`config.mk`:
```
export PLATFORM = sky130hd
export DESIGN_NAME = aliens_io_regs
export DESIGN_NICKNAME = d
export VERILOG_FILES = /design/src/rtl/aliens_io_regs.sv
export SDC_FILE = /design/constraint.sdc
export NUM_CORES = 1
export LEC_CHECK = 0
export BUFFER_PORTS_ARGS = -buffer_cell sky130_fd_sc_hd__buf_2
export CORE_MARGIN = 5
export CORE_UTILIZATION = 47
export DETAILED_ROUTE_END_ITERATION = 6
export GPL_TIMING_DRIVEN = 0
export PLACE_DENSITY_LB_ADDON = 0.25
export SYNTH_ARGS = -nofsm -noshare
export SYNTH_HDL_FRONTEND = slang
export SYNTH_SLANG_ARGS = --single-unit
```
`constraint.sdc`:
```
create_clock -name CLK -period 2.6 [get_ports CLK]
set_input_delay 0.52 -clock CLK [delete_from_list [all_inputs] [get_ports CLK]]
set_output_delay 0.52 -clock CLK [all_outputs]
set_load 0.03 [all_outputs]
```
`src/rtl/aliens_io_regs.sv`:
```
// I/O register block behind the main-CPU decoder: control, sound latch, coin stretchers, watchdog, input mux.
// Latency: writes and reads take effect on the edge after the strobe, so read data is valid one cycle later.
// Backpressure: none; the CPU bus is never stalled, and a write held for many cycles acts only once.
module aliens_io_regs #(
    parameter int COIN_PULSE = 16,
    parameter int WDOG_MAX   = 65535,
    parameter int WDOG_PULSE = 8
) (
    input  logic       CLK,
    input  logic       RST_n,
    input  logic       IOCS,
    input  logic       WR_n,
    input  logic [2:0] ADDR,
    input  logic [7:0] DIN,
    output logic [7:0] DOUT,
    output logic       DOUT_EN,
    input  logic [7:0] SYS,
    input  logic [7:0] P1,
    input  logic [7:0] P2,
    input  logic [7:0] DSW1,
    input  logic [7:0] DSW2,
    output logic       RMRD,
    output logic       COIN1,
    output logic       COIN2,
    output logic [7:0] SND_DATA,
    output logic       SND_IRQ,
    input  logic       SND_ACK,
    output logic       WDOG_RST
);

    localparam int CW = $clog2(COIN_PULSE + 1);
    localparam int WW = $clog2(WDOG_MAX + 1);
    localparam int PW = $clog2(WDOG_PULSE + 1);

    logic          acc;
    logic          wr_cond;
    logic          rd_cond;
    logic          wr_prev;
    logic          wr_evt;
    logic          wr_ctrl;
    logic          wr_snd;
    logic          kick;

    logic [1:0]    coin_bit;
    logic [CW-1:0] coin_cnt [2];
    logic          rmrd_q;

    logic [WW-1:0] wdog_cnt;
    logic [PW-1:0] pulse_cnt;
    logic          wdog_rst_q;

    logic [7:0]    rd_mux;
    logic          unused_din;

    assign acc     = ~IOCS;
    assign wr_cond = acc & ~WR_n;
    assign rd_cond = acc & WR_n;
    assign wr_evt  = wr_cond & ~wr_prev;
    assign wr_ctrl = wr_evt & (ADDR == 3'd0);
    assign wr_snd  = wr_evt & (ADDR == 3'd1);
    assign kick    = wr_evt & (ADDR == 3'd2);

    assign unused_din = ^{DIN[7:6], DIN[4:2]};

    always_ff @(posedge CLK or negedge RST_n) begin
        if (!RST_n) begin
            wr_prev <= 1'b0;
        end else begin
            wr_prev <= wr_cond;
        end
    end

    // Control register plus one retriggerable stretcher per coin counter.
    always_ff @(posedge CLK or negedge RST_n) begin
        if (!RST_n) begin
            coin_bit <= 2'b00;
            rmrd_q   <= 1'b0;
            for (int i = 0; i < 2; i++) begin
                coin_cnt[i] <= '0;
            end
        end else begin
            if (wr_ctrl) begin
                coin_bit <= DIN[1:0];
                rmrd_q   <= DIN[5];
            end
            for (int i = 0; i < 2; i++) begin
                if (wr_ctrl && DIN[i] && !coin_bit[i]) begin
                    coin_cnt[i] <= CW'(COIN_PULSE);
                end else if (coin_cnt[i] != '0) begin
                    coin_cnt[i] <= coin_cnt[i] - CW'(1);
                end
            end
        end
    end

    assign RMRD  = rmrd_q;
    assign COIN1 = coin_bit[0] | (coin_cnt[0] != '0);
    assign COIN2 = coin_bit[1] | (coin_cnt[1] != '0);

    // A write in the same cycle as the acknowledge keeps the request raised.
    always_ff @(posedge CLK or negedge RST_n) begin
        if (!RST_n) begin
            SND_DATA <= 8'h00;
            SND_IRQ  <= 1'b0;
        end else if (wr_snd) begin
            SND_DATA <= DIN;
            SND_IRQ  <= 1'b1;
        end else if (SND_ACK) begin
            SND_IRQ  <= 1'b0;
        end
    end

    // While the pulse runs the counter is frozen and kicks are ignored.
    always_ff @(posedge CLK or negedge RST_n) begin
        if (!RST_n) begin
            wdog_cnt   <= '0;
            pulse_cnt  <= '0;
            wdog_rst_q <= 1'b0;
        end else if (wdog_rst_q) begin
            if (pulse_cnt <= PW'(1)) begin
                wdog_rst_q <= 1'b0;
            end
            if (pulse_cnt != '0) begin
                pulse_cnt <= pulse_cnt - PW'(1);
            end
        end else if (kick) begin
            wdog_cnt <= '0;
        end else if (wdog_cnt >= WW'(WDOG_MAX - 1)) begin
            wdog_cnt   <= '0;
            pulse_cnt  <= PW'(WDOG_PULSE);
            wdog_rst_q <= 1'b1;
        end else begin
            wdog_cnt <= wdog_cnt + WW'(1);
        end
    end

    assign WDOG_RST = wdog_rst_q;

    always_comb begin
        rd_mux = 8'hFF;
        case (ADDR)
            3'd0:    rd_mux = SYS;
            3'd1:    rd_mux = P1;
            3'd2:    rd_mux = P2;
            3'd3:    rd_mux = DSW1;
            3'd4:    rd_mux = DSW2;
            default: rd_mux = 8'hFF;
        endcase
    end

    always_ff @(posedge CLK or negedge RST_n) begin
        if (!RST_n) begin
            DOUT    <= 8'h00;
            DOUT_EN <= 1'b0;
        end else if (rd_cond) begin
            DOUT    <= rd_mux;
            DOUT_EN <= 1'b1;
        end else begin
            DOUT_EN <= 1'b0;
        end
    end

endmodule

```
==> run summary, run 1 <==
Status - completed
FF+latch count, synth - 53
Layout Area Growth over Synthesis - 20.8%
Rows - 28
CP Max Fanout - 6
DIE WIDTH - 87.8 µm
Post-Route Skew - 0.0151 ns
EDFF count, synth - 0
Mean Syn Cell Area - 9.98 µm²
Share of layout cells above drive strength 1 - 30.6%
Yosys cell types - 49
Detailed router's first-iteration violation count - 133
Largest net degree at the start of global routing - 54
Setup WS pre-CTS - 0.294 ns
DRT Wirelength - 6220 µm
Leakage power - 1.59 nW
Post-Syn Instances - 285
ANT nets after route - 0
Post-route non-filler standard cell count - 444
Max incr delay on CP - 0.49 ns
Clk root buf - clkbuf_8
Filler Cell Count - 528
Vias in the first global route - 2427
Clk pin slew, worst setup/hold paths - 0.10 ns
Net count, final - 430
Worst-path cell chain - inv_1 -> ha_1 -> nor4b_2 -> nand2b_1 -> buf_2
Initial DRT Pass Iterations - 4
Top delay family on crit path - simple AND/OR/NAND/NOR gates
Total GRT Usage - 18.0%
Critical Path Sink Type - output pin
CP bufs+invs - 2
Post-Syn Area - 2840 µm²
Die Ht - 87.8 µm
N_diodes - 0
Setup Viol. Count Final - 0
Reg2reg setup slack - 0.75 ns
Critical path launch point type - register
Placed cells - 436
Ys async rst share - 100%
Vias - 2372
Placer congestion estimate - 0.768
Total global routing overflow - 0
Tot Pwr - 2.55 mW
Period utilization - 88.0%
Slew Viols, Final - 0
Slew @ Worst Pin - 1.14 ns
HPWL after DPL - 4780 µm
Max VDD drop - 0.405 mV
CTS H-Tree Depth - 2
Post-CTS Setup Inserts - 0
WS Path Type - reg2out
Synth top cells by count - dfrtp_1, nand2_1, o21ai_0
RSZ-0062 raised after global routing - no
Clk sink count - 53
Die area - 7710 µm²
WP data arrival - 1.77 ns
Setup TNS - 0 ns
Fmax - 437 MHz
CTS tree - yes
Post-synth top area cell - dfrtp_1
Hold Buf Count CTS - 0
Top_reg_cell synth - dfrtp_1
Wire per inst - 14.0 µm
# DRC - 0
Placement-stage cell area - 3320 µm²
Post-cts sizing count - 0
Tmin final - 2.29 ns
CTS buffer count - 5
Synthesized Nets - 347
Clk buf depth - 2
First-pass GRT wire length - 11100 µm
Worst EP required - 2.08 ns
Min-delay worst type - in2reg
Hold_ws - 0.381 ns
Initial antenna violation count - 0
Clock latency on the worst-skew pair - 0.31 ns
Starting Density - 48.3%
Post-route setup slack - 0.312 ns
Count leader, synth - dfrtp_1
Top post-synthesis cells by area - dfrtp_1, o21ai_0, mux2_2, nand2_1, a22oi_1
Slew HR - 24.1%
# IOs - 78
Core box area - 5890 µm²
Port bufs - 76
Power Dens Cells - 742 nW/µm²
Fin area - 3430 µm²
Slowest CP cell - nor4b_2
Sequential-to-total area share from yosys stat - 46.6%
Hold Violations, Final - 0
Util after Layout - 58.4%
Share of the synthesized area in the top cell type - 46.6%
Via density - 5.34
Synth warn - 0
Number of max-cap violations - 0
[power by group]
| part | total, mW | internal [mW] | switching (mW) |
|---|---|---|---|
| Sequential | 1.21 | 1.02 | 0.184 |
| Clock | 0.571 | 0.294 | 0.277 |
| Combinational | 0.770 | 0.332 | 0.438 |
[cell usage in the layout (no fill, tap or decap), drive strengths merged, types with 3 or more instances in the layout]
cell / count
buf: 79
dfrtp: 53
o21ai: 34
nand2: 32
nor2: 21
a21oi: 13
inv: 13
clkbuf: 13
a22oi: 11
mux2: 11
nor2b: 7
o2111a: 6
ha: 6
nand2b: 5
nand3: 5
nor3: 5
xnor2: 5
nand4: 5
a21o: 4
xor2: 4
or3: 4
nand3b: 3
nor4: 3
[path summary, 6_finish.rpt]
check,start,to,cells after the start
worst max-delay path,coin_cnt[0]$_DFFE_PN0P_,COIN2,5
worst min-delay path,SND_ACK,SND_IRQ$_DFFE_PN0P_,2
worst max register to register,wdog_cnt[1]$_DFFE_PN0N_,wdog_cnt[10]$_DFFE_PN0N_,5
worst min register to register,DOUT[3]$_DFFE_PN0P_,DOUT[3]$_DFFE_PN0P_,2
max in group asynchronous,RST_n,wdog_cnt[6]$_DFFE_PN0N_,1
min in group asynchronous,RST_n,SND_DATA[6]$_DFFE_PN0P_,1
[layer usage]
| metal | vias up | part of all wire, % | GRT usage (%) |
|---|---|---|---|
| li1 | 1185 | - | - |
| met1 | 1112 | 44 | 23.1 |
| met2 | 68 | 49 | 31.0 |
| met3 | 7 | 6.2 | 3.67 |
| met4 | 0 | 1.3 | 4.88 |
| met5 | - | 0 | 0 |
[layout make-up]
class / instances / area (µm²) / area share [%]
clock inverter: 3 / 47.5 / 1.38
buffer: 11 / 61.3 / 1.79
tap: 75 / 93.8 / 2.73
timing repair buffer: 76 / 380 / 11.1
clock buffer: 5 / 68.8 / 2.00
sequential: 53 / 1330 / 38.6
multi-input combinational: 210 / 1420 / 41.2
inverter: 11 / 41.3 / 1.20
[flip-flops by register name (all words and copies together) (netlist names), 2 cells and up]
name       flops
coin_bit       2
coin_cnt      10
SND_DATA       8
pulse_cnt      4
wdog_cnt      16
DOUT           8
[logic make-up after synthesis]
| logic type | count (synthesis) | share of synthesized area, % |
|---|---|---|
| and+or+nand+nor | 106 | 20.9 |
| AOI/OAI and AO/OA | 74 | 16.8 |
| DFF | 53 | 46.6 |
| buffers and inverters | 22 | 3.61 |
| muxes | 15 | 6.64 |
| xor gates and xnor gates | 9 | 2.77 |
| adders and majority gates | 6 | 2.64 |
Power figures use the tool's default switching activity.
==> run 2, diff against run 1 <==
Clock period 2.6 ns to 1.9 ns, I/O delays scaled along.
==> run 2 against run 1 <==
Register-to-register slack worse by 0.66 ns. Worst setup slack worse by 0.22 ns. Clock-buffer cell count stayed put. Non-clock buffer count is 2 higher. Final cell count is 0.45% higher. Highest routed layer unchanged. Power is 42% higher. Largest power group unchanged. First-iteration DRC count is 7.5% lower. Flip-flop and latch count stayed put. Global-route usage is 0.16 points higher. Critical path depth stayed put. Critical endpoint unchanged. Worst hold slack worse by 0.14 ns.
==> run summary, run 2 (synthesis gave the netlist of run 1 again) <==
Fmax - 552 MHz
Most common cell after layout, fill and taps aside - buf_2
Clock latency on the worst-skew pair - 0.31 ns (about the same)
Vias - 2408 (+1.5%)
Post-Route Skew - 0.0152 ns (+0.0000862 ns)
Die Ht - 87.8 µm (unchanged)
Slew HR - 24.5% (+0.39 points)
First-pass GRT wire length - 11200 µm (+0.87%)
CP endpoint - COIN2
CTS buffer count - 5 (unchanged)
Clk root buf - clkbuf_8
CTS H-Tree Depth - 2 (unchanged)
Critical Path Sink Type - output pin
Tot Pwr - 3.62 mW (+42%)
Wire per inst - 14.2 µm (+1.5%)
Port bufs - 76 (unchanged)
RSZ-0062 raised after global routing - no
CP bufs+invs - 2 (unchanged)
Clk buf depth - 2 (unchanged)
HPWL after DPL - 4780 µm (unchanged)
Biggest regs - wdog_cnt: 16 flops, coin_cnt: 10 flops
Startpoint of the worst setup timing path - coin_cnt[1]$_DFFE_PN0P_
Placer congestion estimate - 0.768 (unchanged)
Number of max-cap violations - 0 (unchanged)
Slew Viols, Final - 0 (unchanged)
Detailed router's first-iteration violation count - 123 (-7.5%)
DRT Wirelength - 6340 µm (+1.9%)
Critical path launch point type - register
Util after Layout - 59.5% (+1.1 points)
Share of layout cells above drive strength 1 - 32.3% (+1.7 points)
Total global routing overflow - 0 (unchanged)
ANT nets after route - 0 (unchanged)
# DRC - 0 (unchanged)
Period utilization - 95.4%
Crit path depth - 5 (unchanged)
Slew @ Worst Pin - 1.13 ns (-0.00582 ns)
Layout Area Growth over Synthesis - 23.1%
CTS tree - yes
Largest net degree at the start of global routing - 54 (unchanged)
Post-route setup slack - 0.0874 ns (-0.225 ns)
Min-delay worst type - in2reg
Die area - 7710 µm² (unchanged)
R2r endpoint - wdog_cnt[10]$_DFFE_PN0N_
Starting Density - 48.3% (unchanged)
Top reg by flops - wdog_cnt
Via density - 5.40 (+1.1%)
Total GRT Usage - 18.2% (+0.16 points)
R2r startpoint - wdog_cnt[1]$_DFFE_PN0N_
Max VDD drop - 0.580 mV (+43%)
Filler Cell Count - 518 (-1.9%)
Setup Viol. Count Final - 0 (unchanged)
Reg2Reg Depth - 5 (unchanged)
Core box area - 5890 µm² (unchanged)
N_diodes - 0 (unchanged)
WS Path Type - reg2out
Most frequent cells in the layout - buf_2, dfrtp_1, o21ai_0, nand2_1, nor2_1
Worst EP required - 1.52 ns (-0.56 ns)
Clk sink count - 53 (unchanged)
Slowest CP cell - dfrtp_1
DIE WIDTH - 87.8 µm (unchanged)
Net count, final - 432 (+0.47%)
Clk pin slew, worst setup/hold paths - 0.10 ns (about the same)
Setup WS pre-CTS - -0.266 ns (-0.560 ns)
Max incr delay on CP - 0.40 ns (-0.09 ns)
CP Max Fanout - 3 (-3)
Vias in the first global route - 2454 (+1.1%)
Reg2reg setup slack - 0.09 ns (-0.66 ns)
Hold_ws - 0.241 ns (-0.140 ns)
Tmin final - 1.81 ns
Leakage power - 1.61 nW (+0.97%)
Status - completed
# IOs - 78 (unchanged)
Rows - 28 (unchanged)
Top delay family on crit path - flip-flops
Power Dens Cells - 1040 nW/µm² (+40%)
WP data arrival - 1.43 ns (-0.34 ns)
Worst-path cell chain - inv_1 -> ha_4 -> nor4b_4 -> nand2b_1 -> buf_2
Initial antenna violation count - 0 (unchanged)
Largest register FFs - 16 (unchanged)
Hold Violations, Final - 0 (unchanged)
Initial DRT Pass Iterations - 4 (unchanged)
-- run 2: cell count changes in the layout (fill, tap and decap cells not counted) --
cell / before / now
nor4b_4: 0 / 2
buf_4: 0 / 2
nor2_2: 0 / 1
ha_4: 0 / 2
nor2_1: 21 / 20
inv_1: 11 / 10
nand3_1: 5 / 4
inv_2: 0 / 1
nand3_2: 0 / 1
ha_1: 6 / 4
nor4b_2: 2 / 0
-- run 2: how the worst min path moves through the flow --
stage / end / startpoint / cells after the start
6_report: SND_IRQ$_DFFE_PN0P_ / SND_ACK / 2
3_5_place_dp: DOUT[3]$_DFFE_PN0P_ / DOUT[3]$_DFFE_PN0P_ / 2
2_1_floorplan: DOUT[0]$_DFFE_PN0P_ / RST_n / 0
4_1_cts: SND_IRQ$_DFFE_PN0P_ / SND_ACK / 2
5_1_grt: SND_IRQ$_DFFE_PN0P_ / SND_ACK / 2
3_3_place_gp: DOUT[3]$_DFFE_PN0P_ / DOUT[3]$_DFFE_PN0P_ / 2
-- run 2: per-stage QoR --
| stage | instances | setup TNS [ns] | cell area [µm²] |
|---|---|---|---|
| floorplan | 285 | 0 | 2840 |
| global placement | 436 | -3.94 | 3320 |
| finish | 446 | 0 | 3500 |
| detailed placement | 436 | -3.45 | 3320 |
| global route | 446 | 0 | 3500 |
| CTS | 446 | 0 | 3470 |
-- run 2: worst register-to-register path, delay by kind of cell (launching register included) --
family,cells,cell delay [ns]
flip-flops,1,0.42
adder cells (fa/ha/maj),1,0.24
AND/OR/NAND/NOR,3,0.99
AO/OA/AOI/OAI,1,0.08
-- run 2: timing repair --
item | 4_1_cts | 5_1_grt
cloned | 0 | 0
hold buffers | 0 | 0
pin swaps | 0 | 2
resized for setup | 2 | 7
setup buffers | 2 | 0
setup endpoints to repair | 2 | 13
-- run 2: report_power, final --
part | switching, mW | total [mW] | internal [mW] | leakage [nW]
sequential | 0.284 | 1.68 | 1.40 | 0.657
combinational | 0.634 | 1.16 | 0.525 | 0.893
clock | 0.379 | 0.781 | 0.402 | 0.0591
total | 1.30 | 3.62 | 2.33 | 1.61
-- run 2: cell type report --
cell class                      instances  area [µm²]  share of cell area, %
Clock buffer                            5        68.8                   1.97
Multi-Input combinational cell        210        1470                   41.9
Tap cell                               75        93.8                   2.68
Sequential cell                        53        1330                   37.9
Timing Repair Buffer                   78         395                   11.3
Clock inverter                          3        47.5                   1.36
Buffer                                 11        61.3                   1.75
Inverter                               11        41.3                   1.18
-- run 2: layer usage --
layer  track usage [%]  routed length (µm)  vias to the layer above
met5                 0                   0                        -
met4              4.88                  83                        0
met3              3.67                 358                        7
met2              31.6                3210                       69
met1              23.1                2690                     1144
li1                  -                   -                     1188
==> run 3, diff against run 2 <==
Settings changed: PLACE_DENSITY from default to 0.86, PLACE_DENSITY_LB_ADDON 0.25 to default.
==> run 3 against run 2 <==
Sequential power hardly changed. Die area stayed put. Highest routed layer unchanged. Worst setup slack worse by 0.010 ns. Worst hold slack better by 0.034 ns. Clock skew is 0.010 ns lower. Final cell count stayed put. Non-clock buffer count is 1 higher. Global-route usage is 0.14 points lower. Clock-buffer cell count stayed put. Register-to-register slack hardly changed.
==> run summary, run 3 (synthesis gave the netlist of run 1 again) <==
Status - completed
Critical path launch point type - register
CTS tree - yes
Clk root buf - clkbuf_8
Critical Path Sink Type - output pin
Share of layout cells above drive strength 1 - 33.2% (+0.81 points)
Tot Pwr - 3.65 mW (+0.64%)
Starting Density - 48.3% (unchanged)
Largest register FFs - 16 (unchanged)
Total GRT Usage - 18.0% (-0.14 points)
Port bufs - 76 (unchanged)
Tmin final - 1.82 ns (+0.0104 ns)
ANT nets after route - 0 (unchanged)
Via density - 5.45 (+0.87%)
Placement-stage cell area - 3320 µm² (unchanged)
Total global routing overflow - 0 (unchanged)
Wire per inst - 14.7 µm (+3.1%)
DIE WIDTH - 87.8 µm (unchanged)
Die area - 7710 µm² (unchanged)
Hold_ws - 0.275 ns (+0.0340 ns)
Net count, final - 433 (+0.23%)
Post-Route Skew - 0.00514 ns (-0.0101 ns)
Register area - 1330 µm² (unchanged)
CP Max Fanout - 3 (unchanged)
Slew Viols, Final - 0 (unchanged)
Power Dens Cells - 1040 nW/µm² (+0.54%)
# DRC - 0 (unchanged)
Fin area - 3500 µm² (+0.11%)
Util after Layout - 59.5% (+0.064 points)
Number of max-cap violations - 0 (unchanged)
Placer congestion estimate - 0.862 (+12%)
Initial DRT Pass Iterations - 4 (unchanged)
N_diodes - 0 (unchanged)
Vias - 2429 (+0.87%)
Layout Area Growth over Synthesis - 23.2%
Clk sink count - 53 (unchanged)
Initial antenna violation count - 0 (unchanged)
Slew HR - 22.2% (-2.3 points)
DRT Wirelength - 6530 µm (+3.1%)
Detailed router's first-iteration violation count - 149 (+21%)
Most frequent cells in the layout - buf_2, dfrtp_1, o21ai_0, nand2_1, nor2_1
Max VDD drop - 0.562 mV (-3.2%)
WS Path Type - reg2out
Reg2reg setup slack - 0.10 ns (about the same)
Most common cell after layout, fill and taps aside - buf_2
Vias in the first global route - 2462 (+0.33%)
Post-route setup slack - 0.0771 ns (-0.0104 ns)
Leakage power - 1.61 nW (about the same)
Top reg by flops - wdog_cnt
HPWL after DPL - 4870 µm (+1.8%)
Clk pin slew, worst setup/hold paths - 0.09 ns (about the same)
Biggest regs - wdog_cnt: 16 flops, coin_cnt: 10 flops
Core box area - 5890 µm² (unchanged)
Rows - 28 (unchanged)
Min-delay worst type - in2reg
Clock latency on the worst-skew pair - 0.31 ns (about the same)
CTS H-Tree Depth - 2 (unchanged)
WP data arrival - 1.44 ns (about the same)
CTS buffer count - 5 (unchanged)
Hold Buf Count CTS - 0 (unchanged)
Die Ht - 87.8 µm (unchanged)
Hold Violations, Final - 0 (unchanged)
Multi-input logic area - 1470 µm² (+0.17%)
Setup WS pre-CTS - -0.327 ns (-0.0607 ns)
Clk buf depth - 2 (unchanged)
First-pass GRT wire length - 11000 µm (-1.7%)
Setup Viol. Count Final - 0 (unchanged)
# IOs - 78 (unchanged)
Largest net degree at the start of global routing - 54 (unchanged)
Worst EP required - 1.52 ns (about the same)
Filler Cell Count - 517 (-0.19%)
Slew @ Worst Pin - 1.17 ns (+0.0346 ns)
Fmax - 549 MHz (-0.57%)
Period utilization - 95.9% (+0.54 points)
## run 3: cell types whose count changed in the layout (fill, tap and decap cells not counted)
cell | previous run | this run
inv_1 | 10 | 8
inv_2 | 1 | 3
ha_2 | 0 | 1
inv_6 | 2 | 1
ha_1 | 4 | 3
buf_2 | 78 | 77
buf_4 | 2 | 4
## run 3: metal layers
| layer | vias to the layer above | global-route usage (%) | part of all wire [%] |
|---|---|---|---|
| met3 | 4 | 3.95 | 7.1 |
| met1 | 1143 | 21.1 | 40 |
| met4 | 0 | 6.56 | 1.3 |
| li1 | 1187 | - | - |
| met2 | 95 | 32.3 | 52 |
| met5 | - | 0 | 0 |
## run 3: path summary, 6_finish.rpt
path	from	endpoint	cells after the start
setup reg to reg	wdog_cnt[1]$_DFFE_PN0N_	wdog_cnt[10]$_DFFE_PN0N_	5
max in group asynchronous	RST_n	pulse_cnt[0]$_DFFE_PN0P_	1
hold / removal	SND_ACK	SND_IRQ$_DFFE_PN0P_	2
hold reg to reg	DOUT[7]$_DFFE_PN0P_	DOUT[7]$_DFFE_PN0P_	2
min in group asynchronous	RST_n	SND_DATA[6]$_DFFE_PN0P_	1
setup / recovery	coin_cnt[1]$_DFFE_PN0P_	COIN2	5
## run 3: where the power goes
part,internal (mW),switching (mW)
registers,1.40,0.280
clock network,0.390,0.369
logic,0.551,0.657
total,2.34,1.31
## run 3: layout make-up
cell class | count | area share, %
multi-input combinational | 210 | 41.9
sequential | 53 | 37.9
timing repair buffer | 79 | 11.6
tap | 75 | 2.68
clock buffer | 5 | 1.96
buffer | 11 | 1.75
inverter | 11 | 1.18
clock inverter | 2 | 1.11
## run 3: worst max-delay path, stage by stage (launching register included)
cell and delay [ns]:
dfrtp_1 0.40, inv_1 0.10, ha_4 0.16, nor4b_4 0.21
nand2b_1 0.08, buf_2 0.18
## run 3: what timing repair did
| action | CTS | global route |
|---|---|---|
| buffers inserted | 2 | 1 |
| gates cloned | 0 | 0 |
| endpoints found under the setup margin | 2 | 13 |
| pin swaps | 0 | 1 |
| gates resized for setup | 4 | 10 |
## run 3: metrics by stage
step | TNS (ns) | cells
2_1_floorplan | 0 | 285
3_3_place_gp | -3.91 | 436
3_5_place_dp | -4.48 | 436
4_1_cts | 0 | 445
5_1_grt | -0.0329 | 446
6_report | 0 | 446
